<file path="config.mk">
export PLATFORM = sky130hd
export DESIGN_NAME = bk_serial_adder
export DESIGN_NICKNAME = d
export VERILOG_FILES = /design/src/rtl/bk_pkg.sv /design/src/rtl/Brent_Kung_adder_4bit.sv /design/src/rtl/bk_serial_adder.sv
export SDC_FILE = /design/constraint.sdc
export NUM_CORES = 1
export LEC_CHECK = 0
export ABC_CLOCK_PERIOD_IN_PS = 4600
export CAP_MARGIN = 15
export CORE_MARGIN = 2
export CORE_UTILIZATION = 55
export DETAILED_ROUTE_END_ITERATION = 8
export PLACE_DENSITY = 0.95
export SKIP_LAST_GASP = 1
export SLEW_MARGIN = 30
export SYNTH_ARGS = -nofsm -noshare
export SYNTH_HDL_FRONTEND = slang
export SYNTH_SLANG_ARGS = --single-unit
</file>
<file path="constraint.sdc">
create_clock -name clk_i -period 4.6 [get_ports clk_i]
set_clock_uncertainty 0.1 [all_clocks]
set_input_delay 0.69 -clock clk_i [delete_from_list [all_inputs] [get_ports clk_i]]
set_output_delay 0.69 -clock clk_i [all_outputs]
set_load 0.01 [all_outputs]
</file>
<file path="src/rtl/bk_pkg.sv">
// Shared definitions for the digit-serial Brent-Kung adder/subtractor.
// Contents: digit width, sequencer state encoding, digit-count helper.
// Used by: bk_serial_adder.
package bk_pkg;

  localparam int NIBBLE_W = 4;

  typedef enum logic [1:0] {
    IDLE = 2'd0,
    RUN  = 2'd1,
    DONE = 2'd2
  } bk_ser_state_e;

  // Number of 4-bit digits in an operand of the given width.
  function automatic int nibbles(input int width);
    return width / NIBBLE_W;
  endfunction

endpackage

</file>
<file path="src/rtl/Brent_Kung_adder_4bit.sv">
// Purpose: 4-bit Brent-Kung parallel-prefix adder with carry-in and carry-out.
// Latency: purely combinational, zero cycles.
// Ports: a_i, b_i (4-bit operands), cin_i (carry-in) -> sum_o (4-bit), cout_o.
module Brent_Kung_adder_4bit (
  input  logic [3:0] a_i,
  input  logic [3:0] b_i,
  input  logic       cin_i,
  output logic [3:0] sum_o,
  output logic       cout_o
);

  logic [3:0] w_g;
  logic [3:0] w_p;
  logic       w_g10, w_p10;
  logic       w_g32, w_p32;
  logic       w_g30, w_p30;
  logic [4:0] w_c;

  assign w_g = a_i & b_i;
  assign w_p = a_i ^ b_i;

  // Up-sweep: pairwise group generate/propagate, then the full 4-bit group.
  assign w_g10 = w_g[1] | (w_p[1] & w_g[0]);
  assign w_p10 = w_p[1] & w_p[0];
  assign w_g32 = w_g[3] | (w_p[3] & w_g[2]);
  assign w_p32 = w_p[3] & w_p[2];
  assign w_g30 = w_g32 | (w_p32 & w_g10);
  assign w_p30 = w_p32 & w_p10;

  // Down-sweep: fill in the odd-position carries from the group terms.
  assign w_c[0] = cin_i;
  assign w_c[1] = w_g[0] | (w_p[0] & cin_i);
  assign w_c[2] = w_g10 | (w_p10 & cin_i);
  assign w_c[3] = w_g[2] | (w_p[2] & w_c[2]);
  assign w_c[4] = w_g30 | (w_p30 & cin_i);

  assign sum_o  = w_p ^ w_c[3:0];
  assign cout_o = w_c[4];

endmodule

</file>
<file path="src/rtl/bk_serial_adder.sv">
// Purpose: digit-serial WIDTH-bit adder/subtractor; one nibble per cycle, LSB first,
//   through a single Brent_Kung_adder_4bit, carry held in a register between nibbles.
// Ports: clk_i, rst_i (sync, active-high); request valid_i/ready_o with a_i, b_i,
//   carry_i, sub_i; result valid_o/ready_i with sum_o, carry_o [, overflow_o].
// Latency: accept at edge k -> valid_o high after edge k+NIBBLES; result held until ready_i.
// Option: define BK_SERIAL_OVF_EN to add the registered signed-overflow output overflow_o.
module bk_serial_adder
  import bk_pkg::*;
#(
  parameter int WIDTH = 16
) (
  input  logic             clk_i,
  input  logic             rst_i,
  input  logic             valid_i,
  output logic             ready_o,
  input  logic [WIDTH-1:0] a_i,
  input  logic [WIDTH-1:0] b_i,
  input  logic             carry_i,
  input  logic             sub_i,
  output logic             valid_o,
  input  logic             ready_i,
  output logic [WIDTH-1:0] sum_o,
`ifdef BK_SERIAL_OVF_EN
  output logic             overflow_o,
`endif
  output logic             carry_o
);

  localparam int NIBBLES = nibbles(WIDTH);
  localparam int CNT_W   = $clog2(NIBBLES) + 1;
  localparam logic [CNT_W-1:0] LAST_CNT = CNT_W'(NIBBLES - 1);

  if ((WIDTH % NIBBLE_W) != 0 || WIDTH < NIBBLE_W) begin : g_width_check
    $error("bk_serial_adder: WIDTH must be a positive multiple of 4");
  end

  bk_ser_state_e r_state;
  bk_ser_state_e w_state_nxt;

  logic [WIDTH-1:0] r_a;
  logic [WIDTH-1:0] r_b;
  logic             r_carry;
  logic [CNT_W-1:0] r_cnt;
  logic [WIDTH-1:0] r_sum;
  logic [WIDTH-1:0] r_sum_out;
  logic             r_carry_out;

  logic [NIBBLE_W-1:0]       w_nib;
  logic                      w_cout;
  logic                      w_last;
  logic [WIDTH+NIBBLE_W-1:0] w_sum_cat;
  logic [WIDTH-1:0]          w_sum_shift;

  Brent_Kung_adder_4bit u_bk4 (
    .a_i    (r_a[NIBBLE_W-1:0]),
    .b_i    (r_b[NIBBLE_W-1:0]),
    .cin_i  (r_carry),
    .sum_o  (w_nib),
    .cout_o (w_cout)
  );

  assign w_last = (r_cnt == LAST_CNT);

  // New nibble enters at the MSB end; after NIBBLES shifts the first one sits at bit 0.
  // Built via a widened concat so the expression is legal even when WIDTH == 4.
  assign w_sum_cat   = {w_nib, r_sum} >> NIBBLE_W;
  assign w_sum_shift = w_sum_cat[WIDTH-1:0];

  always_ff @(posedge clk_i) begin
    if (rst_i) begin
      r_state <= IDLE;
    end else begin
      r_state <= w_state_nxt;
    end
  end

  always_comb begin
    w_state_nxt = r_state;
    case (r_state)
      IDLE:    if (valid_i) w_state_nxt = RUN;
      RUN:     if (w_last)  w_state_nxt = DONE;
      DONE:    if (ready_i) w_state_nxt = IDLE;
      default: w_state_nxt = IDLE;
    endcase
  end

  always_ff @(posedge clk_i) begin
    if (rst_i) begin
      r_a         <= '0;
      r_b         <= '0;
      r_carry     <= 1'b0;
      r_cnt       <= '0;
      r_sum       <= '0;
      r_sum_out   <= '0;
      r_carry_out <= 1'b0;
    end else begin
      case (r_state)
        IDLE: begin
          if (valid_i) begin
            // Subtract is A + ~B + 1: invert B once here, force the carry-in.
            r_a     <= a_i;
            r_b     <= sub_i ? ~b_i : b_i;
            r_carry <= sub_i ? 1'b1 : carry_i;
            r_cnt   <= '0;
          end
        end
        RUN: begin
          r_a     <= r_a >> NIBBLE_W;
          r_b     <= r_b >> NIBBLE_W;
          r_carry <= w_cout;
          r_cnt   <= r_cnt + 1'b1;
          r_sum   <= w_sum_shift;
          // Visible outputs change only when the result is complete.
          if (w_last) begin
            r_sum_out   <= w_sum_shift;
            r_carry_out <= w_cout;
          end
        end
        default: ;
      endcase
    end
  end

`ifdef BK_SERIAL_OVF_EN
  logic r_ovf;

  // Carry into the MSB recovered from the top bit's sum: a ^ b ^ s = c_in.
  always_ff @(posedge clk_i) begin
    if (rst_i) begin
      r_ovf <= 1'b0;
    end else if (r_state == RUN && w_last) begin
      r_ovf <= (r_a[NIBBLE_W-1] ^ r_b[NIBBLE_W-1] ^ w_nib[NIBBLE_W-1]) ^ w_cout;
    end
  end

  assign overflow_o = r_ovf;
`endif

  assign ready_o = (r_state == IDLE);
  assign valid_o = (r_state == DONE);
  assign sum_o   = r_sum_out;
  assign carry_o = r_carry_out;

endmodule

</file>
==> results of run 1 <==
==> kinds of logic after synthesis <==
kind of cell             after synthesis  synth area share [%]
AND/OR/NAND/NOR                      146                 21.44
AO/OA/AOI/OAI                         85                 18.78
flip-flops                            67                 45.87
buffers and inverters                 32                 4.578
XOR/XNOR                              18                 5.391
adder cells (fa/ha/maj)                8                 3.937
==> state kept, by name, indices dropped and copies added, names as in the netlist <==
name / count
carry_o: 1
r_a: 16
r_b: 16
r_carry: 1
r_cnt: 3
r_state: 2
r_sum: 12
sum_o: 16
==> metal layers <==
metal | wire, um | GRT usage, %
met5 | 0 | 0
met4 | 91 | 10.55
met3 | 246 | 4.353
met2 | 3278 | 39.91
met1 | 2856 | 28.46
==> path summary, 6_finish.rpt <==
path | from | slack [ns] | endpoint
min reg2reg | sum_o[0] | 0.35 | sum_o[0]
max reg2reg | r_state[1] | 1.95 | r_b[10]
min | sum_o[0] | 0.35 | sum_o[0]
max | valid_i | 1.38 | r_b[10]
==> power by group through the flow <==
stage / clock network [uW] / logic, uW / registers [uW]
2_1_floorplan: 0 / 120 / 639
3_3_place_gp: 0 / 171 / 643
3_5_place_dp: 0 / 178 / 644
4_1_cts: 413 / 180 / 632
5_1_grt: 435 / 201 / 636
6_report: 408 / 180 / 632
==> worst register-to-register path, delay by kind of cell, from the launching register on <==
kind             cells  cell delay, ns
AND/OR/NAND/NOR      3            1.55
flip-flops           1            0.74
AO/OA/AOI/OAI        1            0.19
==> cell usage in the layout (no fill, tap or decap), types with 2 or more instances in the layout <==
| cell | instances |
|---|---|
| xnor2_1 | 6 |
| fa_1 | 2 |
| a22oi_1 | 17 |
| a2111oi_0 | 4 |
| dfxtp_1 | 67 |
| nand2b_1 | 3 |
| nor2_1 | 57 |
| buf_4 | 3 |
| a21oi_1 | 41 |
| clkdlybuf4s50_1 | 55 |
| o21ai_0 | 2 |
| nand3_1 | 2 |
| clkinv_2 | 3 |
| ha_1 | 6 |
| clkbuf_8 | 9 |
| xor2_1 | 12 |
| clkbuf_1 | 2 |
| nand2_1 | 51 |
| nor2b_1 | 15 |
| inv_1 | 6 |
| clkinvlp_4 | 2 |
| a211oi_1 | 6 |
| o2bb2ai_1 | 11 |
| nor3_1 | 13 |
==> cells in the mapped netlist, drive strengths merged <==
cell,count
dfxtp,67
nor2,58
nand2,51
a21oi,41
a22oi,17
nor2b,16
clkbuf,14
nor3,13
buf,12
xor2,12
o2bb2ai,11
a211oi,6
ha,6
inv,6
xnor2,6
a2111oi,4
nand2b,3
fa,2
nand3,2
o21ai,2
or2,2
a21o,1
a31oi,1
and2,1
o21bai,1
o32ai,1
==> per-stage QoR <==
stage	hold slack (ns)	utilization, %	power, uW
3_3_place_gp	0.3393	67.96	814.5
5_1_grt	0.3802	71.17	1271
4_1_cts	0.3540	71.12	1225
6_report	0.3539	71.17	1221
2_1_floorplan	0.3321	-	759.3
3_5_place_dp	0.3443	67.96	822.4
==> final cells by class <==
type,instances,area [sq um]
Fill cell,425,1473
Multi-Input combinational cell,257,1449
Sequential cell,67,1341
Timing Repair Buffer,58,573.1
Clock buffer,11,131.4
Tap cell,70,87.58
Clock inverter,5,30.03
Inverter,6,22.52
==> impl_metrics.yaml, run 1 <==
clock_network:
  clk_pin_slew_ns: 0.07
  cts_hold_buf: 0
  cts_tree: "done"
  cts_root_buf: "clkbuf_8"
  clock-sinks: 67
  clockBufferDepth: 2
  cts_resized: 0
  insertion_delay_ns: 0.34
  h-tree-depth: 3
  post_cts_buffers: 0
  cts_buffers: 9
worst_hold_path:
  hold_class: "flip-flop to flip-flop"
  hold_depth: 2
place:
  place_ws_ns: 1.077
  gp_routability_congestion: 0.7817
  dp.cells: 458
  placed_area_sq_mm: 0.003471
  numPortBuffers: 56
  dp_hpwl_mm: 4.410
drt:
  drtIter0Drc: 189
  wirelength_mm: 6.472
  drt_pre_antenna_iters: 4
  antenna_left: 0
  wl_per_cell_um: 13.65
  drc: 0
  vias: 2548
  vias_per_cell: 5.376
job:
  drv_cap: 0
critical_path:
  crit_chain: "clkdlybuf4s50_1 -> nor2b_1 -> or2_0 -> nor2_1 -> o2bb2ai_1"
  worstRegToRegCells: 4
  critPathKind: "primary input to flip-flop"
  arrival_ns: 3.35
  cpLargestDelayFamily: "simple AND/OR/NAND/NOR gates"
  crit_cells: 5
  crit_path_top_delay_cell: "clkdlybuf4s50_1"
  path_buf_inv: 1
  crit_fanout: 16
  required_ns: 4.72
  endpoint_kind: "flip-flop"
  cp-start-kind: "primary input"
  max_stage_delay_ns: 0.78
yosys:
  synth_nets: 402
  synth-seq-area-share_pct: 45.87
  ys_top_cells_by_area: "dfxtp_1 46%, nor2_1 7.3%, a21oi_1 7.0%"
  synth_area_leader_cell: "dfxtp_1"
  syn_inst: 356
  synth.distinct_cells: 30
  yosys.area.top_type_share_pct: 45.87
  synth.cell_area_sq_mm: 0.002924
  avgSynthCellArea_sq_um: 8.214
  synth-seq-cells: 67
  yosys_warnings: 0
grt:
  grt_pass1_vias: 2573
  gr-usage-all-layers_pct: 23.34
  grt_overflow: 0
  grt_max_degree: 58
  grt_pass1_wl_mm: 11.21
  antenna_found_initial: 0
timing:
  fin_crit_ns: 3.223
  finalHoldViolations: 0
  setup_viol: 0
  relSlewSlack_pct: 40.54
  fin_setup_tns_ns: 0
  setup_ws_ns: 1.377
  rsz0062_at_grt: "no"
  max_slew.worst_pin.slew_ns: 0.8891
  slew_violations: 0
  timing.fmax_mhz: 310.2
  fin_crit_sh_pct: 70.07
final_layout:
  num_antenna_cells: 0
  syn_to_final_growth_pct: 24.30
  nNetsFinal: 445
  drive_gt1_share_pct: 4.950
  fin_area_sq_mm: 0.003635
  stdcell_count: 474
power:
  sequentialPowerShare_pct: 51.8
  combPwrFrac_pct: 14.8
  p_sw_share_pct: 27.20
  intPower_uw: 888.7
  power_density_mw_per_mm2: 335.8
  p_leak_uw: 0.001333
  power_frac_clock_pct: 33.4
  vdd_drop_max_v: 0.0001958
  p_switching_uw: 332.0
outcome:
  status: "complete, no violations"
floorplan:
  ios: 57
  core_area_sq_mm: 0.005107
  rows: 26
  die_h_um: 76.92
  die_area_sq_mm: 0.005916
  start_util_pct: 57.25
  die_w_um: 76.92
Power figures use the tool's default switching activity.
==> run 2, diff against run 1 <==
--- a/config.mk
+++ b/config.mk
@@ -5,12 +5,12 @@
 export SDC_FILE = /design/constraint.sdc
 export NUM_CORES = 1
 export LEC_CHECK = 0
-export ABC_CLOCK_PERIOD_IN_PS = 4600
+export ABC_CLOCK_PERIOD_IN_PS = 3000
 export CAP_MARGIN = 15
 export CORE_MARGIN = 2
-export CORE_UTILIZATION = 55
+export CORE_UTILIZATION = 51
 export DETAILED_ROUTE_END_ITERATION = 8
-export PLACE_DENSITY = 0.95
+export PLACE_DENSITY = 0.9
 export SKIP_LAST_GASP = 1
 export SLEW_MARGIN = 30
 export SYNTH_ARGS = -nofsm -noshare
==> constraint.sdc (replaced) <==
create_clock -name clk_i -period 3 [get_ports clk_i]
set_clock_uncertainty 0.1 [all_clocks]
set_input_delay 0.45 -clock clk_i [delete_from_list [all_inputs] [get_ports clk_i]]
set_output_delay 0.45 -clock clk_i [all_outputs]
set_load 0.01 [all_outputs]
==> run 2 against run 1 <==
Effect of this change: setup slack lost 0.71 ns; combinational power grew 59%; wire length grew 6.7%; register-to-register slack lost 1.1 ns; non-clock buffer count grew 6; via count grew 3.7%; first-iteration DRC count grew 12%.
==> impl_metrics.yaml, run 2 (synthesis results as in run 1) <==
final_layout:
  drive_gt1_share_pct: 6.585
  num_antenna_cells: 0
  stdcell_count: 482
  ff_latch_area_sq_mm: 0.001341
  fillers: 441
  nNetsFinal: 451
  syn_to_final_growth_pct: 27.77
  fin_area_sq_mm: 0.003736
  multi_input_area_sq_mm: 0.001449
  final_cell_mix: "67 x dfxtp_1, 57 x nor2_1, 55 x clkdlybuf4s50_1"
  layout_commonest_cell: "dfxtp_1"
critical_path:
  crit_fanout: 13
  cp-start-kind: "flip-flop"
  critPathKind: "flip-flop to output port"
  required_ns: 2.45
  arrival_ns: 1.79
  endpoint_kind: "output port"
place:
  dp_hpwl_mm: 4.698
  numPortBuffers: 56
  gp_routability_congestion: 0.8093
  dp.cells: 466
  placed_area_sq_mm: 0.003518
  place_ws_ns: 0.6348
power:
  total_power_uw: 2078
  power_density_mw_per_mm2: 556.1
  vdd_drop_max_v: 0.0004377
  p_leak_uw: 0.001389
clock_network:
  cts_buffers: 9
  cts_resized: 0
  clock-sinks: 67
  post_cts_buffers: 0
  clockBufferDepth: 2
  clk_pin_slew_ns: 0.07
  cts_root_buf: "clkbuf_8"
  h-tree-depth: 3
  cts_tree: "done"
  cts_hold_buf: 0
  insertion_delay_ns: 0.35
worst_hold_path:
  hold_class: "flip-flop to flip-flop"
floorplan:
  start_util_pct: 53.10
  core_area_sq_mm: 0.005507
  ios: 57
  rows: 27
  die_area_sq_mm: 0.006355
  die_w_um: 79.72
  die_h_um: 79.72
drt:
  wirelength_mm: 6.908
  drtIter0Drc: 212
  drc: 0
  wl_per_cell_um: 14.33
  vias_per_cell: 5.481
  vias: 2642
  drt_pre_antenna_iters: 4
  antenna_left: 0
outcome:
  status: "complete, no violations"
grt:
  antenna_found_initial: 0
  grt_pass1_vias: 2556
  grt_pass1_wl_mm: 11.56
  grt_max_degree: 35
  grt_overflow: 0
  gr-usage-all-layers_pct: 23.47
timing:
  rsz0062_at_grt: "no"
  max_slew.worst_pin.slew_ns: 0.9588
  fin_crit_sh_pct: 77.86
  timing.fmax_mhz: 428.1
  setup_viol: 0
  fin_crit_ns: 2.336
  fin_setup_tns_ns: 0
  relSlewSlack_pct: 35.88
  slew_violations: 0
  setup_ws_ns: 0.6643
  finalHoldViolations: 0
job:
  drv_cap: 0
==> run 2: changes by cell type in the layout (fill, tap and decap cells not counted) <==
cell        previous run  this run
buf_2                  0         1
bufinv_16              0         2
clkinv_2               3         1
clkbuf_1               2         1
clkinv_4               0         2
clkinvlp_4             2         1
buf_4                  3         8
==> run 2: critical path, cell delays in order, from the launching register on <==
cell,delay (ns)
dfxtp_1,0.65
nor2b_1,0.24
clkdlybuf4s50_1,0.56
==> run 2: path summary, 6_finish.rpt <==
| path | start | to | slack, ns | cells past startpoint |
|---|---|---|---|---|
| max reg2reg | r_state[0] | sum_o[15] | 0.83 | 5 |
| min reg2reg | r_sum[7] | r_sum[7] | 0.36 | 2 |
| max | r_state[1] | valid_o | 0.66 | 2 |
| min | r_sum[7] | r_sum[7] | 0.36 | 2 |
==> run 2: layout make-up <==
cell class | instances | share of cell area, %
multi-input combinational | 257 | 38.78
sequential | 67 | 35.90
inverter | 6 | 0.6028
clock buffer | 10 | 3.416
timing repair buffer | 64 | 16.48
clock inverter | 6 | 2.411
tap | 72 | 2.411
==> run 2: metrics by stage <==
stage	util (%)	hold slack [ns]
floorplan	-	0.3321
global placement	63.89	0.3400
detailed placement	63.89	0.3459
CTS	67.85	0.3565
global route	67.85	0.3734
finish	67.85	0.3560
==> run 2: per-layer routing <==
metal | global-route usage (%) | share of wire (%) | vias to the layer above
met5 | 0 | 0 | -
met4 | 7.241 | 1.6 | 0
met3 | 7.353 | 6.6 | 16
met2 | 41.34 | 51 | 89
met1 | 27.01 | 41 | 1235
li1 | - | - | 1302
==> run 2: power breakdown <==
part / internal [uW] / total (uW) / switching (uW)
Sequential: 938 / 969 / 31.3
Combinational: 135 / 287 / 153
Clock: 469 / 821 / 352
